--- config.mk ---
export PLATFORM = sky130hd
export DESIGN_NAME = result_bcd_converter
export DESIGN_NICKNAME = d
export VERILOG_FILES = /design/src/rtl/calc_pkg.sv /design/src/rtl/bcd_add3.sv /design/src/rtl/result_bcd_converter.sv
export SDC_FILE = /design/constraint.sdc
export NUM_CORES = 1
export LEC_CHECK = 0
export ABC_AREA = 0
export BUFFER_PORTS_ARGS = -buffer_cell sky130_fd_sc_hd__buf_4
export CAP_MARGIN = 40
export CORE_MARGIN = 2
export CORE_UTILIZATION = 35
export DETAILED_ROUTE_END_ITERATION = 12
export GPL_ROUTABILITY_DRIVEN = 0
export HOLD_SLACK_MARGIN = 0.1
export PLACE_DENSITY_LB_ADDON = 0.25
export SYNTH_ARGS = -nofsm -noshare
export SYNTH_HDL_FRONTEND = slang
export SYNTH_SLANG_ARGS = --single-unit
--- constraint.sdc ---
create_clock -name clk -period 5.9 [get_ports clk]
set_clock_uncertainty 0.15 [all_clocks]
set_input_delay 0.59 -clock clk [delete_from_list [all_inputs] [get_ports clk]]
set_output_delay 0.59 -clock clk [all_outputs]
set_load 0.05 [all_outputs]
--- src/rtl/calc_pkg.sv ---
// Shared calculator display constants: BCD blank/error codes, converter state
// encoding and the per-digit double-dabble correction function.
package calc_pkg;

    localparam logic [3:0] BCD_BLANK = 4'hA;
    localparam logic [3:0] BCD_ERR   = 4'hF;

    localparam logic [1:0] IDLE_ENC  = 2'd0;
    localparam logic [1:0] SHIFT_ENC = 2'd1;
    localparam logic [1:0] ERR_ENC   = 2'd2;

    typedef enum logic [1:0] {
        S_IDLE  = IDLE_ENC,
        S_SHIFT = SHIFT_ENC,
        S_ERR   = ERR_ENC
    } conv_state_e;

    function automatic logic [3:0] add3_fn(input logic [3:0] digit);
        logic [3:0] res;
        if (digit >= 4'd5) begin
            res = digit + 4'd3;
        end else begin
            res = digit;
        end
        return res;
    endfunction

endpackage

--- src/rtl/bcd_add3.sv ---
// Combinational double-dabble correction for one BCD digit (>=5 gets +3).
module bcd_add3
    import calc_pkg::*;
(
    input  logic [3:0] din,
    output logic [3:0] dout
);

    // Per-digit correction applied before every shift.
    always_comb begin
        dout = add3_fn(din);
    end

endmodule

--- src/rtl/result_bcd_converter.sv ---
// Signed binary result to packed BCD converter, one bit per clock.
// Optional macro LEADING_ZERO_BLANK_EN replaces leading zero digits with the blank code.
module result_bcd_converter
    import calc_pkg::*;
#(
    parameter int WIDTH  = 28,
    parameter int DIGITS = 9
) (
    input  logic                  clk,
    input  logic                  rst,
    input  logic [WIDTH-1:0]      d_in,
    input  logic                  valid_in,
    input  logic                  ovrflow_in,
    output logic                  busy,
    output logic                  valid_out,
    output logic                  sign_out,
    output logic                  err_out,
    output logic [4*DIGITS-1:0]   bcd_out
);

    localparam int BW = 4 * DIGITS;
    localparam int CW = $clog2(WIDTH);

    conv_state_e          state_q, state_d;
    logic [WIDTH-1:0]     mag_q, mag_d;
    logic [BW-1:0]        work_q, work_d;
    logic [CW-1:0]        cnt_q, cnt_d;
    logic                 sign_lat_q, sign_lat_d;
    logic                 busy_q, busy_d;
    logic                 valid_q, valid_d;
    logic                 sign_q, sign_d;
    logic                 err_q, err_d;
    logic [BW-1:0]        bcd_q, bcd_d;

    logic [BW-1:0]        adj_s;
    logic [BW+WIDTH-1:0]  shifted_s;
    logic [BW-1:0]        disp_s;
    logic [WIDTH-1:0]     abs_s;

    for (genvar g = 0; g < DIGITS; g++) begin : g_add3
        bcd_add3 u_add3 (
            .din  (work_q[4*g +: 4]),
            .dout (adj_s[4*g +: 4])
        );
    end

    // Two's-complement magnitude; the most negative value maps to 2^(WIDTH-1) unsigned.
    always_comb begin
        if (d_in[WIDTH-1]) begin
            abs_s = ~d_in + WIDTH'(1);
        end else begin
            abs_s = d_in;
        end
    end

    // Corrected digits and magnitude shift left together as one long register.
    always_comb begin
        shifted_s = {adj_s, mag_q} << 1'b1;
    end

    // Display formatting of the digits produced by the final shift.
    always_comb begin : blank_blk
        logic lead;
        disp_s = shifted_s[BW+WIDTH-1:WIDTH];
        lead   = 1'b1;
`ifdef LEADING_ZERO_BLANK_EN
        for (int i = DIGITS - 1; i >= 1; i--) begin
            if (lead && (disp_s[4*i +: 4] == 4'h0)) begin
                disp_s[4*i +: 4] = BCD_BLANK;
            end else begin
                lead = 1'b0;
            end
        end
`else
        lead = 1'b0;
`endif
    end

    // Next-state and next-output computation.
    always_comb begin
        state_d    = state_q;
        mag_d      = mag_q;
        work_d     = work_q;
        cnt_d      = cnt_q;
        sign_lat_d = sign_lat_q;
        busy_d     = busy_q;
        valid_d    = 1'b0;
        sign_d     = sign_q;
        err_d      = err_q;
        bcd_d      = bcd_q;
        case (state_q)
            S_IDLE: begin
                if (valid_in) begin
                    busy_d = 1'b1;
                    if (ovrflow_in) begin
                        state_d = S_ERR;
                    end else begin
                        mag_d      = abs_s;
                        sign_lat_d = d_in[WIDTH-1];
                        work_d     = '0;
                        cnt_d      = CW'(WIDTH - 1);
                        state_d    = S_SHIFT;
                    end
                end else begin
                    state_d = S_IDLE;
                end
            end
            S_SHIFT: begin
                work_d = shifted_s[BW+WIDTH-1:WIDTH];
                mag_d  = shifted_s[WIDTH-1:0];
                cnt_d  = cnt_q - CW'(1);
                if (cnt_q == '0) begin
                    bcd_d   = disp_s;
                    sign_d  = sign_lat_q;
                    err_d   = 1'b0;
                    valid_d = 1'b1;
                    busy_d  = 1'b0;
                    state_d = S_IDLE;
                end else begin
                    state_d = S_SHIFT;
                end
            end
            S_ERR: begin
                bcd_d   = {DIGITS{BCD_ERR}};
                err_d   = 1'b1;
                sign_d  = 1'b0;
                valid_d = 1'b1;
                busy_d  = 1'b0;
                state_d = S_IDLE;
            end
            default: begin
                busy_d  = 1'b0;
                state_d = S_IDLE;
            end
        endcase
    end

    // State and output registers; reset discards any conversion in flight.
    always_ff @(posedge clk or negedge rst) begin
        if (!rst) begin
            state_q    <= S_IDLE;
            mag_q      <= '0;
            work_q     <= '0;
            cnt_q      <= '0;
            sign_lat_q <= 1'b0;
            busy_q     <= 1'b0;
            valid_q    <= 1'b0;
            sign_q     <= 1'b0;
            err_q      <= 1'b0;
            bcd_q      <= '0;
        end else begin
            state_q    <= state_d;
            mag_q      <= mag_d;
            work_q     <= work_d;
            cnt_q      <= cnt_d;
            sign_lat_q <= sign_lat_d;
            busy_q     <= busy_d;
            valid_q    <= valid_d;
            sign_q     <= sign_d;
            err_q      <= err_d;
            bcd_q      <= bcd_d;
        end
    end

    assign busy      = busy_q;
    assign valid_out = valid_q;
    assign sign_out  = sign_q;
    assign err_out   = err_q;
    assign bcd_out   = bcd_q;

endmodule

==> flow_summary.yaml <==
synth:
  yosysSeqAreaShare_pct: 48.75
  synth_cells: 601
  yosysMostFrequentCell: "dfrtp_1"
  synth_flop_cell: "dfrtp_1"
  synthTopCellsByArea: "dfrtp_1, ha_1, o21ai_0"
  ys_types: 45
  syn-mean-instance-area_um2: 9.566
  synthesis.nets: 656
  synthArstFlopShare_pct: 100.0
  yosysTopAreaCellShare_pct: 48.75
  synth_edf_count: 0
  yosys.area.top_type: "dfrtp_1"
  synth_commonest_cells: "dfrtp_1, nand2_1, nor2_1"
  netlist_area_mm2: 0.005749
  synth_warnings: 0
  ys_seq_elements: 112
sta:
  final-hold-violation-count: 0
  fin_crit_ps: 3187
  fin_setup_tns_ps: 0
  rsz0062_at_grt: "no"
  relSlewSlack_pct: 46.13
  fin_crit_sh_pct: 54.02
  setup_viol: 0
  worstMarginPinSlew_ps: 808.0
  final-max-slew-violation-count: 0
  hold_ws_ps: 326.4
  fmax_mhz: 313.8
floorplanning:
  row_count: 46
  pin_count: 72
  initial_core_util_pct: 36.06
  core_area_mm2: 0.01594
  die_width_um: 132.2
  die_y_um: 132.2
  die_area_mm2: 0.01747
global_routing:
  grtUsageTotal_pct: 16.03
  grt_pass1_vias: 4513
  grt_pass1_wl_um: 23050
  grt_max_degree: 57
  gr-total-overflow: 0
  antenna_found_initial: 0
placement:
  dp_hpwl_um: 9809
  postPlaceCellArea_mm2: 0.006551
  numPortBuffers: 71
final_layout:
  drive_above_1_share_pct: 15.63
  area_growth_pct: 20.30
  fillCellCount: 1560
  utilization_pct: 43.38
  final_cell_area_mm2: 0.006917
  antennaDiodeCount: 0
  finalNetCount: 722
drt:
  wl_um: 13790
  wl_per_cell_um: 15.53
  drc: 0
  drtIter0Drc: 300
  first_pass_iters: 5
  num_vias: 4677
  via_per_inst: 5.267
  postRouteAntennaNets: 0
critical_path:
  cp_max_fo: 29
  crit-reg2reg-launch: "state_q[1]"
  path_class: "reg -> reg"
  cpMostUsedCell: "inv_1"
  ff2ff_path_depth: 8
  worstReg2RegEnd: "mag_q[27]"
  start_kind: "flip-flop"
  setup.worst_path.end_class: "flip-flop"
  critical_path.cell_chain: "inv_1, ha_1, inv_1, buf_4, o21ai_2, nand2_2, or4_1, o31ai_1"
  crit_buf_inv: 3
  cp.required_ps: 6000
  arrival_ps: 3290
  crit_family: "compound AO/OA/AOI/OAI gates"
  worst_path_largest_cell_delay_ps: 690
  rrSetupSlack_ps: 2710
  cp_slowest_cell: "o21ai_2"
power:
  irDropWorstVdd_uv: 283.0
  p_comb_share_pct: 43.8
  seqPwrFrac_pct: 34.8
  p_leak_nw: 2.948
  powerDensity_mw_per_mm2: 482.4
  switching_share_pct: 42.64
  internal_power_mw: 1.914
  power_switching_mw: 1.423
  clock_power_share_pct: 21.5
clock_tree:
  cts.sinks: 112
  clk_latency_ps: 350
  cts.clk_slew.worst_paths_ps: 70
  post_cts_buffers: 0
  cts_max_path_buffers: 2
  hold_buffers: 1
  tritoncts: "built"
  cts_buffers: 9
  cts_resized: 0
  htree_levels: 3
  clockRootBuffer: "clkbuf_16"
hold_path:
  hold_depth: 2
  hold_path_class: "reg -> reg"
  hold_path_end: "mag_q[3]"
  holdCritStartpoint: "mag_q[3]"
status:
  outcome: "finished clean"
job:
  drv_cap: 0
-- routing by layer --
layer	vias to the layer above	global-route usage (%)	share of wire [%]
met5	-	0	0
met4	0	4.891	1.3
met3	13	2.268	4.2
met2	122	25.03	46
met1	2260	23.09	48
li1	2282	-	-
-- power groups by stage --
stage	clock, mW	combinational, mW	sequential, mW
finish	0.716	1.46	1.16
global route	0.755	1.59	1.19
CTS	0.729	1.48	1.16
detailed placement	0	1.47	1.18
global placement	0	1.44	1.17
floorplan	0	0.612	1.58
-- worst min-delay path, cell delays in order (launching register included) --
cell	delay [ps]
dfrtp_1	340
nand2_1	40
o21ai_0	60
-- stage by stage --
stage | total power [mW] | setup slack (ps) | cells
after floorplan | 2.188 | 3555 | 601
after global placement | 2.609 | 2371 | 868
after detailed placement | 2.652 | 2693 | 871
after CTS | 3.368 | 2673 | 888
after global routing | 3.538 | 2421 | 888
final | 3.336 | 2713 | 888
-- worst max path at each step --
stage                     cells past startpoint        from         to  slack [ps]
final                                         8  state_q[1]  mag_q[27]        2710
after floorplan                               4    d_in[22]  mag_q[27]        3560
after global placement                        8  state_q[1]  mag_q[27]        2370
after global routing                          8  state_q[1]  mag_q[27]        2420
after detailed placement                      8  state_q[1]  mag_q[27]        2690
after CTS                                     8  state_q[1]  mag_q[27]        2670
-- cells in the final DEF, fill, tap and decap left out, types with 15 or more instances in the layout --
| master | n |
|---|---|
| dfrtp_1 | 112 |
| nor3_1 | 15 |
| o22a_1 | 15 |
| nor2_1 | 51 |
| xor2_1 | 22 |
| buf_4 | 79 |
| a21oi_1 | 46 |
| inv_1 | 29 |
| ha_1 | 23 |
| nand2_1 | 59 |
| o21ai_0 | 50 |
| mux2i_1 | 16 |
-- flip-flops by register name, indices dropped and copies added, names as in the netlist --
| register | flops |
|---|---|
| work_q | 36 |
| bcd_out | 36 |
| valid_out | 1 |
| err_out | 1 |
| mag_q | 28 |
| state_q | 2 |
| cnt_q | 5 |
| sign_out | 1 |
| busy | 1 |
| sign_lat_q | 1 |
-- area by class of cell --
class	instances	area (um2)	area share (%)
inverter	29	108.9	1.574
tap	216	270.3	3.907
clock inverter	5	102.6	1.483
multi-input combinational	433	2734	39.53
sequential	112	2803	40.52
clock buffer	11	252.7	3.654
timing repair buffer	82	645.6	9.334
-- kinds of logic after synthesis --
logic type	Yosys count	share of synthesized area, %
fa+ha+maj	23	5.006
flops	112	48.75
compound gates	184	19.46
buf+inv	56	3.895
simple gates	175	14.78
xor+xnor	35	5.332
mux	16	2.786
Note: power is estimated with default switching activity, not from simulation.
